<file path="config.mk">
export PLATFORM = sky130hd
export DESIGN_NAME = led_pattern_sequencer
export DESIGN_NICKNAME = d
export VERILOG_FILES = /design/src/rtl/led_pattern_sequencer_pkg.sv /design/src/rtl/led_pattern_sequencer_rise_detect.sv /design/src/rtl/led_pattern_sequencer.sv
export SDC_FILE = /design/constraint.sdc
export NUM_CORES = 1
export LEC_CHECK = 0
export CAP_MARGIN = 20
export CORE_MARGIN = 10
export CORE_UTILIZATION = 40
export DETAILED_ROUTE_END_ITERATION = 16
export GPL_ROUTABILITY_DRIVEN = 0
export GPL_TIMING_DRIVEN = 0
export PLACE_DENSITY_LB_ADDON = 0.08
export SYNTH_ARGS = -nofsm -noshare
export SYNTH_HDL_FRONTEND = slang
export SYNTH_SLANG_ARGS = --single-unit
</file>
<file path="constraint.sdc">
create_clock -name clock -period 7.1 [get_ports clock]
set_clock_uncertainty 0.05 [all_clocks]
set_input_delay 1.42 -clock clock [delete_from_list [all_inputs] [get_ports clock]]
set_output_delay 1.42 -clock clock [all_outputs]
set_load 0.01 [all_outputs]
</file>
<file path="src/rtl/led_pattern_sequencer_pkg.sv">
// Shared mode and direction encodings for the LED pattern sequencer.
package led_pattern_sequencer_pkg;

  typedef enum logic [1:0] {
    MODE_HOLD   = 2'd0,
    MODE_BLINK  = 2'd1,
    MODE_CHASE  = 2'd2,
    MODE_BOUNCE = 2'd3
  } mode_e;

  typedef enum logic {
    DIR_LEFT  = 1'b0,
    DIR_RIGHT = 1'b1
  } dir_e;

endpackage

</file>
<file path="src/rtl/led_pattern_sequencer_rise_detect.sv">
// Rising-edge detector for a level already synchronous to clock.
// Resets its history high so an input that is already high at release is not seen as an edge.
module rise_detect (
  input  logic clock,
  input  logic reset,
  input  logic in,
  output logic rise
);

  logic tick_q;

  always_ff @(posedge clock or posedge reset) begin
    if (reset) tick_q <= 1'b1;
    else       tick_q <= in;
  end

  assign rise = in & ~tick_q;

endmodule

</file>
<file path="src/rtl/led_pattern_sequencer.sv">
// Steps a selectable LED pattern (hold, blink, chase, bounce) on each rising edge of tick_in.
// All outputs are registered; a mode change reloads the pattern's start value and overrides a step.
module led_pattern_sequencer
  import led_pattern_sequencer_pkg::*;
#(
  parameter int WIDTH = 8
) (
  input  logic             clock,
  input  logic             reset,
  input  logic             tick_in,
  input  logic             enable,
  input  logic [1:0]       mode,
  output logic [WIDTH-1:0] leds,
  output logic             step_pulse,
  output logic             cycle_done
);

  localparam logic [WIDTH-1:0] LED_ONE = WIDTH'(1);

  logic  rise;
  logic  step;
  logic  mode_change;
  mode_e mode_q;
  dir_e  dir;

  rise_detect u_rise_detect (
    .clock (clock),
    .reset (reset),
    .in    (tick_in),
    .rise  (rise)
  );

  assign step        = rise & enable;
  assign mode_change = (mode != mode_q);

  function automatic logic is_onehot(input logic [WIDTH-1:0] v);
    return (v != '0) && ((v & (v - 1'b1)) == '0);
  endfunction

  function automatic logic [WIDTH-1:0] init_leds(input logic [1:0] m,
                                                 input logic [WIDTH-1:0] cur);
    logic [WIDTH-1:0] r;
    case (m)
      MODE_HOLD:  r = cur;
      MODE_BLINK: r = '0;
      default:    r = LED_ONE;
    endcase
    return r;
  endfunction

  always_ff @(posedge clock or posedge reset) begin
    if (reset) begin
      leds       <= '0;
      step_pulse <= 1'b0;
      cycle_done <= 1'b0;
      mode_q     <= MODE_HOLD;
      dir        <= DIR_LEFT;
    end else begin
      mode_q     <= mode_e'(mode);
      step_pulse <= step;
      cycle_done <= 1'b0;
      if (mode_change) begin
        leds <= init_leds(mode, leds);
        dir  <= DIR_LEFT;
      end else if (step) begin
        case (mode_q)
          MODE_HOLD: ;
          MODE_BLINK: begin
            leds       <= (leds == '0) ? '1 : '0;
            cycle_done <= (leds == '1);
          end
          MODE_CHASE: begin
            if (!is_onehot(leds)) begin
              leds <= LED_ONE;
            end else begin
              leds       <= {leds[WIDTH-2:0], leds[WIDTH-1]};
              cycle_done <= leds[WIDTH-1];
            end
          end
          MODE_BOUNCE: begin
            // A stray pattern restarts from bit 0 rather than shifting out to zero.
            if (!is_onehot(leds)) begin
              leds <= LED_ONE;
              dir  <= DIR_LEFT;
            end else if (dir == DIR_LEFT) begin
              leds <= leds << 1;
              if (leds[WIDTH-2]) dir <= DIR_RIGHT;
            end else begin
              leds <= leds >> 1;
              if (leds[1]) begin
                dir        <= DIR_LEFT;
                cycle_done <= 1'b1;
              end
            end
          end
          default: ;
        endcase
      end
    end
  end

endmodule

</file>
# Yosys cells after proc, flatten, opt, wreduce, memory -nomap -nowiden
# Cells that the tools add are included.
word_totals:
  ff_bits: 14
  inputBits: 6
  output_inout_bits: 10
  wordCells: 50
classes:
  addsub: 1
  eq_ne: 7
  n_mux: 22
  n_bitwise: 4
  reduce_logical: 10
ops:
  columns: ["operator", "n"]
  rows:
  - ["2-to-1 mux 8 bit", 6]
  - ["case mux 8 bit (3 select lines)", 1]
  - ["zero test 8 bit", 2]
  - ["case mux 8 bit (2 select lines)", 1]
  - ["2-to-1 mux 1 bit", 13]
  - ["AND 8 bit", 1]
  - ["== test 8 bit, second input constant", 1]
  - ["nonzero test 8 bit", 1]
  - ["subtractor 8 x 1 -> 8 bit, second input constant", 1]
  - ["== test 2 x 1 -> 1 bit, second input constant", 2]
  - ["== test 2 bit, second input constant", 2]
  - ["nonzero test 2 bit", 2]
  - ["nonzero test 4 bit", 1]
  - ["case mux 1 bit (3 select lines)", 1]
  - ["AND reduction 3 bit", 1]
  - ["AND 1 bit", 2]
  - ["zero test 2 bit", 1]
  - ["inequality test 2 bit", 1]
  - ["inequality test 2 bit, second input constant", 1]
  - ["AND reduction 2 bit", 1]
  - ["logical AND 1 bit", 1]
  - ["NOT 1 bit", 1]

# Depth between registers and ports, before layout
depth:
  ltp_word: 8
  depth_mapped: 8
  mapped_depth_nobuf: 6

# Cells and area by module
# A second synthesis with hierarchy kept.
unflattened:
  hier_cells: 105
  area_unflattened_um2: 1006.0
modules_own_cells:
  columns: ["mod", "n_inst", "cells_per_inst", "area_each_um2"]
  rows:
  - ["led_pattern_sequencer", 1, 102, 962.2]
  - ["rise_detect", 1, 3, 43.8]

# Least setup slack after synthesis
# OpenSTA, ideal clock, no wires.
synth_timing:
  path_kind: "input-to-reg"
  from: "input port mode[1]"
  to: "register leds[2]"
  setup_ps: 126
  t_arrival_ps: 2841
  required_time_ps: 6924
  path_slack_ps: 4083
  path_stages: 6
  path_buffers: 1
  cell_sequence: "xnor2_1 -> nand2_1 -> or4_1 -> and2_1 -> clkbuf_1 -> a221o_1"
synth_between:
  elab_chain_len: 3
synth_lines:
  columns: ["element", "line", "source"]
  rows:
  - ["start, declared", "led_pattern_sequencer.sv:12", "input logic [1:0] mode,"]
  - ["inequality test 2 bit / zero test 2 bit (equally long branches)", "led_pattern_sequencer.sv:34, led_pattern_sequencer.sv:43", null]
  - ["inequality test 2 bit (no line) (tied with other cells)", null, null]
  - ["AND reduction 3 bit (no line)", null, null]
  - ["end signal, assigned", "led_pattern_sequencer.sv:63", "leds <= init_leds(mode, leds);"]
  - ["end signal, assigned", "led_pattern_sequencer.sv:69", "leds <= (leds == '0) ? '1 : '0;"]
  - ["end signal, assigned", "led_pattern_sequencer.sv:76", "leds <= {leds[WIDTH-2:0], leds[WIDTH-1]};"]
  - ["end, declared", "led_pattern_sequencer.sv:13", "output logic [WIDTH-1:0] leds,"]
# Parallel ways exist; a longest one is shown, timed or not.
# A chain may end at the register's enable or synchronous reset.

# Worst setup path in the final report
layout_timing:
  from: "input port mode[1]"
  to: "register leds[3]"
# The elaborated chain is that of the path after synthesis.

==> results.py <==
metrics = {
    "status": {
        "run_status": "complete, no violations",
    },
    "route": {
        "num_vias": 879,
        "ant_nets": 0,
        "drtIter0Drc": 48,
        "wl_um": 2310,
        "post_drt_wl_per_cell_um": 14.9,
        "drt_pre_antenna_iters": 4,
        "routed_via_density": 5.67,
        "drc": 0,
    },
    "placed_design": {
        "dpl.hpwl_um": 1750,
        "dp_cells": 151,
        "dp_worst_setup_slack_ps": 3370,
        "io_buffers": 15,
        "place_area_um2": 1140,
    },
    "floorplanning": {
        "rows": 17,
        "initial_core_util_pct": 42.5,
        "die_h_um": 68.9,
        "fp.dieW_um": 68.9,
        "io-pin-count": 16,
        "die_area_um2": 4750,
        "fp.coreArea_um2": 2250,
    },
    "pwr": {
        "cellPowerDensity_nw_per_um2": 154,
        "p_switching_mw": 0.0559,
        "p_clk_share_pct": 28.0,
        "pwr-share-comb_pct": 23.6,
        "power_leakage_nw": 0.468,
        "sw_frac_of_total_pct": 31.2,
        "vdd_drop_max_mv": 0.0703,
        "pwr-share-seq_pct": 48.5,
        "p_int_mw": 0.123,
    },
    "yosys": {
        "ys_seq_area_share_pct": 36.7,
        "synth_edf_count": 0,
        "ys.flop_type": "dfrtp_1",
        "synth.area.top_cells": "dfrtp_1 34%, a221o_1 7.3%, ha_1 5.2%, mux2i_1 5.2%, o21ai_0 4.7%",
        "avgSynthCellArea_um2": 8.86,
        "syn_inst": 108,
        "ys_ff_latch": 14,
        "synth_top_area_share_pct": 34.0,
        "synth.most_common_cell": "dfrtp_1",
        "netlist-cell-type-count": 37,
        "syn_nets": 118,
        "synth_area_leader_cell": "dfrtp_1",
        "yosys-top-cells-count": "13 x dfrtp_1, 11 x nand2_1, 9 x o21ai_0, 8 x nor2_1",
        "syn_area_um2": 957,
        "synth_async_sr_flop_share_pct": 100,
        "ys_warn_count": 0,
    },
    "global_route": {
        "grt_max_degree": 15,
        "grt_overflow": 0,
        "grt_pass1_wl_um": 3930,
        "antenna_found_initial": 0,
        "grt_pass1_vias": 818,
        "grt_use_total_pct": 10.8,
    },
    "layout": {
        "regArea_um2": 352,
        "multi_input_area_um2": 536,
        "n_antenna_cell": 0,
        "nFillCells": 231,
        "instances_no_fill": 155,
        "layout-drive-gt1-share_pct": 7.87,
        "syn_to_final_growth_pct": 22.1,
        "final_area_um2": 1170,
        "nNetsFinal": 138,
    },
    "clock_network": {
        "cts_hold_buf": 0,
        "cts_buffer_depth": 2,
        "clk_pin_slew_ps": 100,
        "h-tree-depth": 1,
        "clock-sinks": 14,
        "insertion_delay_ps": 290,
        "cts_tree": "built",
        "cts_root_buf": "clkbuf_4",
        "post_cts_resize_count": 0,
        "cts_buffers": 3,
        "postCtsSetupBuffers": 0,
    },
    "timing": {
        "fin_crit_sh_pct": 48.4,
        "setup_violations": 0,
        "fin_setup_tns_ps": 0,
        "setup_ws_ps": 3670,
        "hold_slack_ps": 614,
        "worstMarginPinSlew_ps": 542,
        "fin_crit_ps": 3430,
        "slew_violations": 0,
        "rsz0062_at_grt": "false",
        "hold_violations": 0,
        "max_freq_mhz": 291,
        "worst_slew_margin_rel_pct": 63.8,
    },
    "worst_hold_path": {
        "min_from": "u_rise_detect.tick_q",
        "hp-class": "flip-flop to flip-flop",
    },
    "worst_setup_path": {
        "cp_max_fo": 7,
        "cp_slowest_cell": "or4_1",
        "crit_type": "input port to flip-flop",
        "setup.worst_path.start_class": "input port",
        "cp.arrival_ps": 3560,
        "cp_slowest_stage_delay_ps": 540,
        "endpoint_kind": "flip-flop",
        "r2r_start": "mode_q[0]",
        "path_cells": "clkdlybuf4s50_1 -> xnor2_1 -> nand2_1 -> or4_1 -> and2_1 -> clkbuf_1 -> a221o_1",
        "critPathLaunch": "mode[1]",
        "cp_data_required_time_ps": 7230,
        "r2r_slack_ps": 4620,
    },
    "flow_run": {
        "drv_cap": 0,
    },
}
per-stage QoR:
| stage | total power [mW] | util [%] |
|---|---|---|
| 4_1_cts | 0.179 | 51.8 |
| 2_1_floorplan | 0.116 | - |
| 3_5_place_dp | 0.130 | 50.7 |
| 5_1_grt | 0.190 | 51.8 |
| 3_3_place_gp | 0.130 | 50.7 |
| 6_report | 0.179 | 51.8 |
state kept, by name (all words and copies together), names as in the netlist:
name and count:
dir 1, cycle_done 1, leds 8, mode_q 2
step_pulse 1, u_rise_detect.tick_q 1
per-layer routing:
layer  part of all wire (%)  vias to the layer above  global-route usage [%]
met2                     43                       12                    15.4
met5                      0                        -                       0
met1                     50                      421                    15.1
met4                    1.3                        0                    3.69
met3                    5.3                        5                    2.90
li1                       -                      441                       -
final timing paths:
kind / endpoint / cells after the start
worst max-delay path: leds[3] / 7
worst min-delay path: step_pulse / 1
worst max register to register: leds[3] / 7
worst min register to register: step_pulse / 1
max in group asynchronous: u_rise_detect.tick_q / 2
min in group asynchronous: leds[2] / 2
worst max-delay path, delay by kind of cell:
family | cells | cell delay [ps]
XOR/XNOR | 1 | 230
buffers and inverters | 2 | 650
AND/OR/NAND/NOR | 3 | 870
AO/OA/AOI/OAI | 1 | 390
cell usage in the layout, fill, tap and decap left out, drive strengths merged, types with 2 or more instances in the layout:
cell,Yosys,layout
nor4,2,2
nand3,3,3
nand4,2,2
a21oi,2,2
buf,4,4
nand2,11,11
a31oi,2,2
nor2,8,8
clkdlybuf4s50,0,15
a22oi,3,3
or4,2,2
dfrtp,13,13
xnor2,2,2
ha,4,4
or3,2,2
inv,5,5
mux2i,5,5
a221o,7,7
o21ai,10,10
clkbuf,7,11
power groups by stage:
stage          sequential, mW  combinational [mW]  clock, mW
3_5_place_dp           0.0884              0.0420          0
6_report               0.0870              0.0423     0.0502
3_3_place_gp           0.0882              0.0417          0
4_1_cts                0.0868              0.0422     0.0501
2_1_floorplan          0.0884              0.0273          0
5_1_grt                0.0874              0.0474     0.0547
layout make-up:
cell class	count	share of cell area [%]
sequential	14	30.1
buffer	11	4.39
clock buffer	4	2.25
multi-input combinational	78	45.8
inverter	5	1.61
timing repair buffer	15	12.8
tap	28	3.00
kinds of logic after synthesis:
logic type	Yosys count	synth area share, %
mux	5	5.23
fa+ha+maj	4	5.23
xor+xnor	2	1.83
flops	14	36.7
simple gates	34	17.8
buf+inv	16	7.32
compound gates	33	25.9
No activity file was read; power rests on OpenSTA's default activity.
